$ cat src/rtl/uart_tx.sv
// UART transmitter: serialises one byte per request onto tx_o, LSB first.
// Frame: start bit, 8 data bits, optional even-parity bit, one or two stop bits.
//
// Ports:
//   clk_i        system clock, rising edge
//   rst_ni       asynchronous active-low reset
//   baud_div_i   clock cycles per serial bit (0 treated as 1), latched at accept
//   parity_en_i  1: insert even-parity bit after the data bits, latched at accept
//   stopbit_i    0: one stop bit, 1: two stop bits, latched at accept
//   tx_data_i    byte to transmit, latched at accept
//   tx_valid_i   request; accepted on a clock edge while busy_o == 0
//   tx_o         registered serial line, idle high
//   busy_o       frame in progress
//   tx_done_o    one-cycle pulse in the first idle cycle after the last stop bit
module uart_tx #(
  parameter int unsigned DIV_W = 16
) (
  input  logic             clk_i,
  input  logic             rst_ni,
  input  logic [DIV_W-1:0] baud_div_i,
  input  logic             parity_en_i,
  input  logic             stopbit_i,
  input  logic [7:0]       tx_data_i,
  input  logic             tx_valid_i,
  output logic             tx_o,
  output logic             busy_o,
  output logic             tx_done_o
);

  typedef enum logic [2:0] {StIdle, StStart, StData, StParity, StStop} state_e;

  state_e           state_q, state_d;
  logic [DIV_W-1:0] timer_q, timer_d;
  logic [DIV_W-1:0] div_q, div_d;
  logic [2:0]       bit_idx_q, bit_idx_d;
  logic             stop_cnt_q, stop_cnt_d;
  logic [7:0]       data_q, data_d;
  logic             par_en_q, par_en_d;
  logic             stop2_q, stop2_d;
  logic             tx_q, tx_d;
  logic             done_q, done_d;
  logic             bit_end;

  // div_q is forced to >= 1 at accept, so the subtraction never wraps while busy.
  assign bit_end = (timer_q == (div_q - DIV_W'(1)));

  // State register
  always_ff @(posedge clk_i or negedge rst_ni) begin
    if (!rst_ni) begin
      state_q    <= StIdle;
      timer_q    <= '0;
      div_q      <= '0;
      bit_idx_q  <= '0;
      stop_cnt_q <= 1'b0;
      data_q     <= '0;
      par_en_q   <= 1'b0;
      stop2_q    <= 1'b0;
      tx_q       <= 1'b1;
      done_q     <= 1'b0;
    end else begin
      state_q    <= state_d;
      timer_q    <= timer_d;
      div_q      <= div_d;
      bit_idx_q  <= bit_idx_d;
      stop_cnt_q <= stop_cnt_d;
      data_q     <= data_d;
      par_en_q   <= par_en_d;
      stop2_q    <= stop2_d;
      tx_q       <= tx_d;
      done_q     <= done_d;
    end
  end

  // Next-state logic
  always_comb begin
    state_d    = state_q;
    timer_d    = timer_q;
    div_d      = div_q;
    bit_idx_d  = bit_idx_q;
    stop_cnt_d = stop_cnt_q;
    data_d     = data_q;
    par_en_d   = par_en_q;
    stop2_d    = stop2_q;

    // Bit timer restarts on every bit boundary.
    if (state_q != StIdle) begin
      timer_d = bit_end ? '0 : timer_q + DIV_W'(1);
    end

    unique case (state_q)
      StIdle: begin
        timer_d    = '0;
        bit_idx_d  = '0;
        stop_cnt_d = 1'b0;
        if (tx_valid_i) begin
          state_d  = StStart;
          data_d   = tx_data_i;
          div_d    = (baud_div_i == '0) ? DIV_W'(1) : baud_div_i;
          par_en_d = parity_en_i;
          stop2_d  = stopbit_i;
        end
      end
      StStart: begin
        if (bit_end) begin
          state_d   = StData;
          bit_idx_d = '0;
        end
      end
      StData: begin
        if (bit_end) begin
          if (bit_idx_q == 3'd7) begin
            state_d    = par_en_q ? StParity : StStop;
            stop_cnt_d = 1'b0;
          end else begin
            bit_idx_d = bit_idx_q + 3'd1;
          end
        end
      end
      StParity: begin
        if (bit_end) begin
          state_d    = StStop;
          stop_cnt_d = 1'b0;
        end
      end
      StStop: begin
        if (bit_end) begin
          if (stop2_q && !stop_cnt_q) begin
            stop_cnt_d = 1'b1;
          end else begin
            state_d = StIdle;
          end
        end
      end
      default: state_d = StIdle;
    endcase
  end

  // Outputs: tx is decoded from the next state so the flop holds the bit
  // that belongs to the cycle being entered.
  always_comb begin
    tx_d   = 1'b1;
    done_d = (state_q == StStop) && (state_d == StIdle);
    unique case (state_d)
      StIdle:   tx_d = 1'b1;
      StStart:  tx_d = 1'b0;
      StData:   tx_d = data_q[bit_idx_d];
      StParity: tx_d = ^data_q;
      StStop:   tx_d = 1'b1;
      default:  tx_d = 1'b1;
    endcase
  end

  assign tx_o      = tx_q;
  assign busy_o    = (state_q != StIdle);
  assign tx_done_o = done_q;

endmodule

$ cat config.mk
export PLATFORM = sky130hd
export DESIGN_NAME = uart_tx
export DESIGN_NICKNAME = d
export VERILOG_FILES = /design/src/rtl/uart_tx.sv
export SDC_FILE = /design/constraint.sdc
export NUM_CORES = 1
export LEC_CHECK = 0
export CORE_UTILIZATION = 45
export CTS_CLUSTER_DIAMETER = 150
export DETAILED_ROUTE_END_ITERATION = 8
export GPL_TIMING_DRIVEN = 0
export PLACE_DENSITY = 0.66
export SYNTH_ARGS = -nofsm -noshare
export SYNTH_HDL_FRONTEND = slang
export SYNTH_SLANG_ARGS = --single-unit
$ cat constraint.sdc
create_clock -name clk_i -period 4.7 [get_ports clk_i]
set_clock_uncertainty 0.15 [all_clocks]
set_input_delay 0.94 -clock clk_i [delete_from_list [all_inputs] [get_ports clk_i]]
set_output_delay 0.94 -clock clk_i [all_outputs]
set_load 0.05 [all_outputs]
Yosys cells after proc, flatten, opt, wreduce, memory -nomap -nowiden:

Cells that the tools add are included.

* bits in registers: 51

* add/subtract/negate cells: 3
* $lt $le $gt $ge: 1
* equality and inequality tests: 14
* mux-type cells: 26
* reduce and logical (&&, ||, !) cells: 12

Operators with widths (number)
* $mux W16: 4
* $mux W3: 11
* $add A16 B1 Y16 const B: 1
* $eq A16 B16 Y1: 1
* $logic_not A16 Y1: 1
* $sub A16 B1 Y16 const B: 1
* $pmux W3 S5: 1
* $eq A3 B2 Y1 const B: 4
* $ne A2 B2 Y1 const B: 5
* $pmux W3 S3: 1
* $reduce_xor A8 Y1: 1
* $eq A3 B1 Y1 const B: 2
* $eq A3 B3 Y1 const B: 2
* $logic_not A3 Y1: 2
* $mux W1: 6
* $reduce_and A6 Y1: 1
* $lt A3 B4 Y1 const B: 1
* $pmux W1 S4: 1
* $reduce_bool A4 Y1: 1
* $add A3 B1 Y3 const B: 1
* $bmux W1 S3: 1
* $pmux W1 S3: 1
* $reduce_bool A3 Y1: 1
* $logic_and A1 B1 Y1: 2
* 3 further kinds: 3

Longest topological paths before layout:

* depth in word-level cells: 7
* gate-level depth with buffers: 14

Least setup slack after synthesis:

No wires, ideal clock.

* kind: register to register
* start: register div_q[0]
* end: register tx_q (netlist: tx_o)
* data arrival time: 3.028 ns
* data required time: 4.467 ns
* setup slack: 1.439 ns
* stages on the path, launching flop included: 14
* path buffers: 1
* clock period less this slack: 3.261 ns
* cells stage by stage: dfrtp_1 inv_1 ha_1 xor2_1 o211ai_2 or4_1 a21oi_1 and4b_1 buf_6 a31oi_4 a221oi_4 mux2_2 a221oi_1 o21ai_1

* word-level cells in the longest chain between the ends: 7
* elaborated cells between the ends (all ways): 16
* classes of those cells: add/sub: 1; eq/ne: 4; mux: 11

RTL lines
* start, declared: line 34 `logic [DIV_W-1:0] div_q, div_d;`
* start signal, assigned: line 63 `div_q <= div_d;`
* $sub A16 B1 Y16 *: line 45 `assign bit_end = (timer_q == (div_q - DIV_W'(1)));`
* $eq A16 B16 Y1 *: line 45
* $mux W3, on equally long branches: line 110, 104
* $pmux W3 S3: line 90 `unique case (state_q)`
* $bmux W1 S3: line 146 `StData: tx_d = data_q[bit_idx_d];`
* $mux W1 (implied by the code): line 146
* $pmux W1 S3 *: line 143 `unique case (state_d)`
* net tx_d: line 40 `logic tx_q, tx_d;`
* end signal, assigned: line 69 `tx_q <= tx_d;`
* end, declared: line 40

Mark *: on every way through the listed nets, which the timed path passes. The rest lies on a longest branch. The select of a mux whose other input is x is not followed.
A chain may end at the register's enable or synchronous reset.

Final worst setup path:

Ends and elaborated chain as after synthesis.

==> metrics.txt <==
drc violations 0; Die Wd roughly 85 um; largest net degree at the start of global routing 27; post-CTS sizing 0; hold crit path type flop to flop; LEAKAGE between 1.5 and 2 nW; synthesized flop and latch total 51; Slew Limit Headroom around three fifths; Worst Path Max Fanout 8; Clock Path Buffers 2; data required time of the worst path around 4800 ps; Initial Util ~47%; clk_lat worst skew approximately 310 ps; port bufs 31; main combinational cell family by area after synthesis simple AND/OR/NAND/NOR gates; Via density 5.70; CTS tree built; synthesized area per cell 9.85 um^2; number of hold buffers added after cts 0; WS Path Type flop to flop; Startpoint Class flop; Post-synth top flop dfrtp_1; GRT overflow 0; CTS sink count 51; worst path cell trace inv_1 > ha_1 > xor2_1 > o211ai_2 > or4_1 > a21oi_1 > and4b_1 > buf_6 > a31oi_4 > a221oi_4 > mux2_2 > a221oi_1 > o21ai_1; max incr delay on CP about 520 ps; Max H-tree Level 2; DRT iter0 DRCs around 170; Syn Inst Count ~310; status complete, no violations; CP bufs+invs 2; HPWL Detailed roughly 5.2 mm; Distinct cells, synth 53; sequential area share after synthesis 41.5%; Die Y around 85 um; first-pass GRT wire length between 10 and 15 mm; full die area 7180 um^2; Core Box Area 6490 um^2; FFs w/ async S/R, synth between 90% and 100%; final hold violations 0; synthesized net count ~350; drt wl/cell ~15 um; fmax 279 MHz; CTS buffer count 5; area grow syn2layout 16.3%; Root Driver clkbuf_8; crit path DAT 3660 ps; final setup TNS 0 ps; Antenna Nets Post-Route 0; Final setup violation count 0; Post-Synth Simple-Gate Area 20.0%; Vias roughly 2.5k; initial antenna violation count 0; post-synthesis mux area share 10.1%; complex-gate fraction of the synthesized area between 10% and 20%; GRT Util Overall about a fifth; post-CTS setup buffers 0; xor/xnor share of the synthesized area roughly 11%; vias in the first global route 2392; drt pass-1 iters 6; max-slew violations 0; RSZ-0062 raised after global routing false; Total Wirelength approximately 6.6 mm; Final Util between 50 and 60%; clk slew on worst S/H paths 90 ps; period utilisation layout between 70% and 80%; GP Congestion about 0.87; commonest cells after routing, fill and taps aside dfrtp_1, nor2_1, clkdlybuf4s50_1, mux2_2, xnor2_1; num ports 32; Slowest-stage cell, CP or4_1; overall power ~0.72 mW; max_cap viols 0; # diodes 0; CP Capture Type flop; Site Rows 29; fin crit period about 3600 ps; most common cell after layout, fill and taps aside dfrtp_1; Crit path max-delay family compound AO/OA/AOI/OAI gates; VDD IR max roughly 0.14 mV; Least-Margin Pin Slew just over 600 ps; share of cells above drive strength 1 about 12%; Layout Nets approximately 380; Multi-input gate area 1690 um^2; PwrDens ~200 nW/um^2; number of synthesized flops with an enable pin 0; Ys Warns 0; Synth Cell Area between 3000 and 4000 um^2; Seq. cell area between 1000 and 1500 um^2; Filler Cells Inserted between 500 and 600; Adder-Cell Fraction of Synth Area 1.22%
==> layer usage <==
metal  share of wire (%)  vias up  track usage [%]
met4                 1.4        0             7.70
met2                  44       69             31.5
met1                  49     1176             30.4
met5                   0        -                0
met3                 4.7        7             2.06
li1                    -     1201                -
==> worst paths after layout <==
check                           from          end  slack, ps  depth (start not counted)
setup / recovery            div_q[0]         tx_o       1120                         13
hold / removal             div_q[15]    div_q[15]        380                          1
setup reg to reg            div_q[0]         tx_o       1120                         13
hold reg to reg            div_q[15]    div_q[15]        380                          1
max in group asynchronous     rst_ni         tx_o       3290                          2
min in group asynchronous     rst_ni  timer_q[10]        480                          1
==> area by class of cell <==
| type | instances | area share [%] |
|---|---|---|
| inverters | 15 | 1.57 |
| multi-input cells | 236 | 47.1 |
| flip-flops and latches | 51 | 35.6 |
| well taps | 77 | 2.69 |
| clock buffers | 8 | 2.23 |
| plain buffers | 11 | 1.64 |
| repair buffers | 32 | 9.08 |
==> registers in the layout, indices dropped and copies added (netlist names) <==
name / flops
data_q: 8
par_en_q: 1
stop_cnt_q: 1
bit_idx_q: 3
tx_done_o: 1
state_q: 3
timer_q: 16
div_q: 16
stop2_q: 1
tx_o: 1
==> report_power, final <==
part	switching, mW	total, mW	internal [mW]	leakage, nW
Combinational	0.0141	0.0363	0.0223	0.861
Sequential	0	0.438	0.438	0.674
Clock	0.143	0.249	0.106	0.0395
Total	0.157	0.724	0.567	1.57
==> stage by stage <==
stage	hold slack, ps	instances	setup slack (ps)	instance area, um^2
3_3_place_gp	363	421	965	3490
4_1_cts	389	430	1100	3580
3_5_place_dp	368	422	1130	3500
5_1_grt	404	430	826	3580
2_1_floorplan	341	313	1440	3080
6_report	385	430	1120	3580
==> synthesized netlist by cell type, drive strengths merged, types with 7 or more instances <==
| cell type | count | area [um^2] |
|---|---|---|
| o21ai | 14 | 70.1 |
| and3 | 10 | 62.6 |
| a31oi | 7 | 58.8 |
| mux2 | 24 | 270 |
| xnor2 | 23 | 201 |
| nand3 | 15 | 75.1 |
| nand2 | 15 | 56.3 |
| nor3 | 11 | 60.1 |
| a21oi | 8 | 40.0 |
| nor2 | 33 | 131 |
| dfrtp | 50 | 1250 |
| xor2 | 17 | 149 |
| inv | 15 | 56.3 |
| nor4 | 10 | 92.6 |
==> worst register-to-register path, cell delays in order (launching register included) <==
cell	delay, ps
dfrtp_1	450
inv_1	70
ha_1	300
xor2_1	180
o211ai_2	110
or4_1	520
a21oi_1	130
and4b_1	230
buf_6	140
a31oi_4	90
a221oi_4	360
mux2_2	390
a221oi_1	280
o21ai_1	100
==> cell families (layout without fill, tap and decap cells) <==
kind of cell,count (synthesis),count (layout)
AND/OR/NAND/NOR,113,113
flip-flops,51,51
multiplexers,28,28
AO/OA/AOI/OAI,52,52
adder cells (fa/ha/maj),3,3
buffers and inverters,26,66
XOR/XNOR,40,40
(Power assumes the default switching activity.)
